### src/rtl/dma_defs.sv
// Shared DMA definitions: FSM state encodings used by every bus master.
package dma_defs;

  typedef enum logic [1:0] {
    IDLE  = 2'b00,
    READ  = 2'b01,
    WRITE = 2'b10,
    DONE  = 2'b11
  } dma_state_e;

  // Byte stride between consecutive words.
  localparam int unsigned WORD_BYTES = 4;

endpackage

### src/rtl/dma_copy.sv
// Word-by-word memory-to-memory copy engine with running checksum.
// One word per READ/WRITE pair; RAM read data is combinational.
module dma_copy
  import dma_defs::*;
#(
  parameter int WIDTH = 32,
  parameter int BITS  = 32,
  parameter int CNT_W = 8
) (
  input  logic             clk,
  input  logic             reset,
  input  logic             start,
  input  logic [BITS-1:0]  src_adr,
  input  logic [BITS-1:0]  dst_adr,
  input  logic [CNT_W-1:0] count,
  output logic             busy,
  output logic             done,
  output logic [WIDTH-1:0] checksum,
  output logic             mem_we,
  output logic [BITS-1:0]  mem_adr,
  output logic [WIDTH-1:0] mem_din,
  input  logic [WIDTH-1:0] mem_dout
);

  dma_state_e       state_q, state_d;
  logic [BITS-1:0]  src_q, src_d;
  logic [BITS-1:0]  dst_q, dst_d;
  logic [CNT_W-1:0] cnt_q, cnt_d;
  logic [WIDTH-1:0] buf_q, buf_d;
  logic [WIDTH-1:0] csum_q, csum_d;

  assign checksum = csum_q;

  // State and datapath registers; reset wins over everything, including mid-copy.
  always_ff @(posedge clk) begin
    if (reset) begin
      state_q <= IDLE;
      src_q   <= '0;
      dst_q   <= '0;
      cnt_q   <= '0;
      buf_q   <= '0;
      csum_q  <= '0;
    end else begin
      state_q <= state_d;
      src_q   <= src_d;
      dst_q   <= dst_d;
      cnt_q   <= cnt_d;
      buf_q   <= buf_d;
      csum_q  <= csum_d;
    end
  end

  // Next-state and memory-port decode; outputs are zero outside READ/WRITE.
  always_comb begin
    state_d = state_q;
    src_d   = src_q;
    dst_d   = dst_q;
    cnt_d   = cnt_q;
    buf_d   = buf_q;
    csum_d  = csum_q;
    busy    = 1'b0;
    done    = 1'b0;
    mem_we  = 1'b0;
    mem_adr = '0;
    mem_din = '0;
    case (state_q)
      IDLE: begin
        if (start) begin
          csum_d = '0;
          if (count != '0) begin
            src_d   = src_adr;
            dst_d   = dst_adr;
            cnt_d   = count;
            state_d = READ;
          end else begin
            state_d = DONE;
          end
        end
      end
      READ: begin
        busy    = 1'b1;
        mem_adr = src_q;
        buf_d   = mem_dout;
        csum_d  = csum_q + mem_dout;
        state_d = WRITE;
      end
      WRITE: begin
        busy    = 1'b1;
        mem_we  = 1'b1;
        mem_adr = dst_q;
        mem_din = buf_q;
        // Pointers wrap naturally at 2^BITS; low address bits ride along untouched.
        src_d   = src_q + BITS'(WORD_BYTES);
        dst_d   = dst_q + BITS'(WORD_BYTES);
        cnt_d   = cnt_q - CNT_W'(1);
        state_d = (cnt_q == CNT_W'(1)) ? DONE : READ;
      end
      DONE: begin
        done    = 1'b1;
        state_d = IDLE;
      end
      default: state_d = IDLE;
    endcase
  end

endmodule

### config.mk
export PLATFORM = sky130hd
export DESIGN_NAME = dma_copy
export DESIGN_NICKNAME = d
export VERILOG_FILES = /design/src/rtl/dma_defs.sv /design/src/rtl/dma_copy.sv
export SDC_FILE = /design/constraint.sdc
export NUM_CORES = 1
export LEC_CHECK = 0
export CAP_MARGIN = 20
export CORE_AREA = 3 3 144 146
export DETAILED_ROUTE_END_ITERATION = 10
export DIE_AREA = 0 0 147 149
export GPL_ROUTABILITY_DRIVEN = 0
export PLACE_DENSITY = 0.8
export SLEW_MARGIN = 20
export SYNTH_ARGS = -nofsm -noshare
export SYNTH_HDL_FRONTEND = slang
export SYNTH_SLANG_ARGS = --single-unit
### constraint.sdc
create_clock -name clk -period 2.7 [get_ports clk]
set_input_delay 0.675 -clock clk [delete_from_list [all_inputs] [get_ports clk]]
set_output_delay 0.675 -clock clk [all_outputs]
set_load 0.1 [all_outputs]
==> results.py <==
metrics = {
    "outcome": {
        "status": "complete, but fails checks",
        "violations": "negative setup slack",
    },
    "setup_path": {
        "crit_chain": "buf_2 > ha_4 > inv_2 > fa_2 > nor2b_4 > o2111ai_4 > a31oi_4 > a221o_1 > a31oi_2 > o221ai_2 > a31oi_1 > xor2_1 > o21ai_1",
        "crit_arrival_ps": 3060,
        "worst_setup_path_end_kind": "flop",
        "worstPathRequired_ps": 3010,
        "slowest_delay_ps": 360,
        "start_kind": "input pin",
        "path_max_fanout": 4,
        "crit_type": "input pin to flop",
        "reg2reg_depth": 12,
        "cpMaxStageDelayCell": "a221o_1",
    },
    "global_routing": {
        "grt_overflow": 0,
        "grtUsageMet1": 0.335,
        "grt_pass1_vias": 10200,
        "met3_usage": 0.0790,
        "grt_pass1_wl_um": 51400,
        "grt_max_degree": 109,
        "use_met2": 0.491,
        "grt.total_usage": 0.285,
        "grt-busiest-layer": "met2",
        "antenna_found_initial": 3,
    },
    "clock_tree": {
        "postCtsHoldBufs": 0,
        "clock-sinks": 138,
        "htree_levels": 4,
        "clkLatencyLatePin_ps": 430,
        "cts_buffer_depth": 2,
        "clkTransAtPathRegs_ps": 60,
        "cts_tree": "built",
        "root_buffer": "clkbuf_16",
        "numCtsBuffers": 17,
    },
    "route": {
        "wirelength_um": 33100,
        "vias": 10300,
        "vias_per_cell": 5.95,
        "detail_route.first_pass.iterations": 5,
        "drtIter0Drc": 847,
        "antenna_left": 0,
        "drcViolationCount": 0,
        "routedWlPerCell_um": 19.2,
    },
    "timing": {
        "timing.hold.ws_ps": 476,
        "setup_viol": 2,
        "relSlewSlack": 0.606,
        "clock_skew_ps": 11.1,
        "finalHoldViolations": 0,
        "period_minus_slack_ps": 2750,
        "drv_slew": 0,
        "fin_ws_ps": -45.0,
        "max_freq_mhz": 364,
        "rsz0062_at_grt": "true",
        "worst_pin_slew_ps": 591,
        "finalCritPeriodShare": 1.02,
    },
    "final_layout": {
        "mostFrequentLayoutCells": "buf_4, nand2_1, nor2_1",
        "num-nets-final": 1595,
        "drive_gt1_frac": 0.312,
        "fill_cells": 1407,
        "syn2layout_area_growth_pct": 57.7,
        "final_common_cell": "buf_4",
    },
    "min_path": {
        "min_path_type": "flop to flop",
        "holdPathStages": 2,
    },
    "yosys": {
        "muxShareOfSynthArea": 0.0425,
        "synth_edf_count": 0,
        "synthSimpleGateAreaFrac": 0.248,
        "synth_cell_types": 76,
        "ys_async_sr_fraction": 0,
        "syn_inst": 1176,
        "netlist_area_um2": 8970,
        "synth-adder-area-share": 0.0566,
        "syn_avg_cell_area_um2": 7.63,
        "yosys_most_used_dff": "dfxtp_1",
        "syn_nets": 1323,
        "synth_warnings": 0,
        "yosysSeqAreaShare": 0.308,
        "synth_top_family_by_area": "compound AO/OA/AOI/OAI gates",
        "synth_seq_cells": 138,
        "synth_xor_area_frac": 0.0264,
        "synth_compound_area_frac": 0.271,
    },
    "power_and_ir_drop": {
        "leakagePower_nw": 5.61,
        "power.density_nw_per_um2": 931,
        "peakVddDrop_mv": 0.710,
        "p_switching_mw": 6.08,
        "pwr-share-comb": 0.574,
        "swShare": 0.462,
        "clock_power_share": 0.182,
        "p_int_mw": 7.09,
        "power_frac_seq": 0.244,
    },
    "placed_design": {
        "pre_cts_ws_ps": -856,
        "portBuffers": 205,
        "dpl.hpwl_um": 22000,
    },
    "die": {
        "io-pin-count": 206,
        "dieArea_um2": 21900,
        "die_h_um": 149,
        "num_rows": 51,
        "die_width_um": 147,
        "start_util": 0.459,
        "coreArea_um2": 19500,
    },
    "job": {
        "maxCapViolCount": 0,
    },
}
power groups by stage:
stage	Clock (mW)	Combinational, mW	Sequential, mW
2_1_floorplan	0	4.33	3.71
3_3_place_gp	0	6.95	3.15
3_5_place_dp	0	7.11	3.17
4_1_cts	2.40	7.31	3.16
6_report	2.40	7.56	3.21
5_1_grt	2.50	8.07	3.28
timing repair:
item | in CTS | in global routing
resized for setup | 67 | 54
buffers inserted | 6 | 10
endpoints found under the setup margin | 52 | 27
gates cloned | 0 | 0
pin swaps | 26 | 38
synthesized netlist by cell type, drive strengths merged, types with 5 or more instances:
cell type	number	area share
and2	36	0.025
or2	6	0.0045
nand3	45	0.026
a31oi	9	0.0070
nor3	17	0.010
and3	13	0.0091
ha	39	0.054
nand2	127	0.053
buf	13	0.0061
xor2	16	0.016
or3	11	0.0077
nor2	115	0.049
nor4	6	0.0066
o31ai	17	0.014
a21oi	80	0.045
a21o	27	0.023
dfxtp	138	0.31
xnor2	11	0.011
clkbuf	71	0.030
o22ai	12	0.0084
nand4	12	0.0084
o2bb2ai	5	0.0049
a22oi	72	0.060
o21bai	10	0.0084
mux2i	37	0.041
o21ai	79	0.044
nor2b	47	0.033
a211oi	23	0.020
inv	27	0.011
nor3b	5	0.0042
a22o	5	0.0049
critical path, delay by kind of cell:
| family | cells | cell delay, ps |
|---|---|---|
| AO/OA/AOI/OAI | 7 | 1530 |
| adder cells (fa/ha/maj) | 2 | 390 |
| XOR/XNOR | 1 | 220 |
| buffers and inverters | 2 | 170 |
| AND/OR/NAND/NOR | 1 | 60 |
flip-flops by register name, summed over array words and instances (netlist names):
name / cells
buf_q: 32
state_q: 2
dst_q: 32
cnt_q: 8
checksum: 32
src_q: 32
cell type report:
type / count / area (um2) / area share
Multi-Input combinational cell: 927 / 6610 / 0.467
Timing Repair Buffer: 337 / 3680 / 0.260
Sequential cell: 138 / 2820 / 0.199
Clock buffer: 21 / 482 / 0.0341
Tap cell: 265 / 332 / 0.0234
Clock inverter: 11 / 118 / 0.00832
Inverter: 27 / 101 / 0.00717
Antenna cell: 1 / 2.50 / 0.000177
per-layer routing:
metal / vias to the layer above / wire length [um]
li1: 4795 / -
met5: - / 31
met2: 498 / 16300
met3: 112 / 2810
met4: 6 / 1290
met1: 4870 / 12600
cell families after synthesis:
group | Yosys count
and+or+nand+nor | 452
AOI/OAI and AO/OA | 370
DFF | 138
buffers and inverters | 111
adders and majority gates | 40
muxes | 38
xor gates and xnor gates | 27
final timing paths:
| check | startpoint | to | slack, ps |
|---|---|---|---|
| max | mem_dout[0] | checksum[26] | -50 |
| min | cnt_q[4] | cnt_q[4] | 480 |
| max reg2reg | checksum[0] | checksum[26] | -50 |
| min reg2reg | cnt_q[4] | cnt_q[4] | 480 |
per-stage QoR:
| step | setup TNS (ps) | power (mW) | util | area [um2] | cells |
|---|---|---|---|---|---|
| 2_1_floorplan | -409 | 8.04 | - | 9440 | 1176 |
| 3_3_place_gp | -11590 | 10.1 | 0.668 | 13000 | 1678 |
| 3_5_place_dp | -13180 | 10.3 | 0.668 | 13000 | 1678 |
| 4_1_cts | 0 | 12.9 | 0.711 | 13900 | 1716 |
| 5_1_grt | -365 | 13.8 | 0.724 | 14100 | 1726 |
| 6_report | -74.7 | 13.2 | 0.724 | 14100 | 1727 |
No activity file was read; power rests on OpenSTA's default activity.
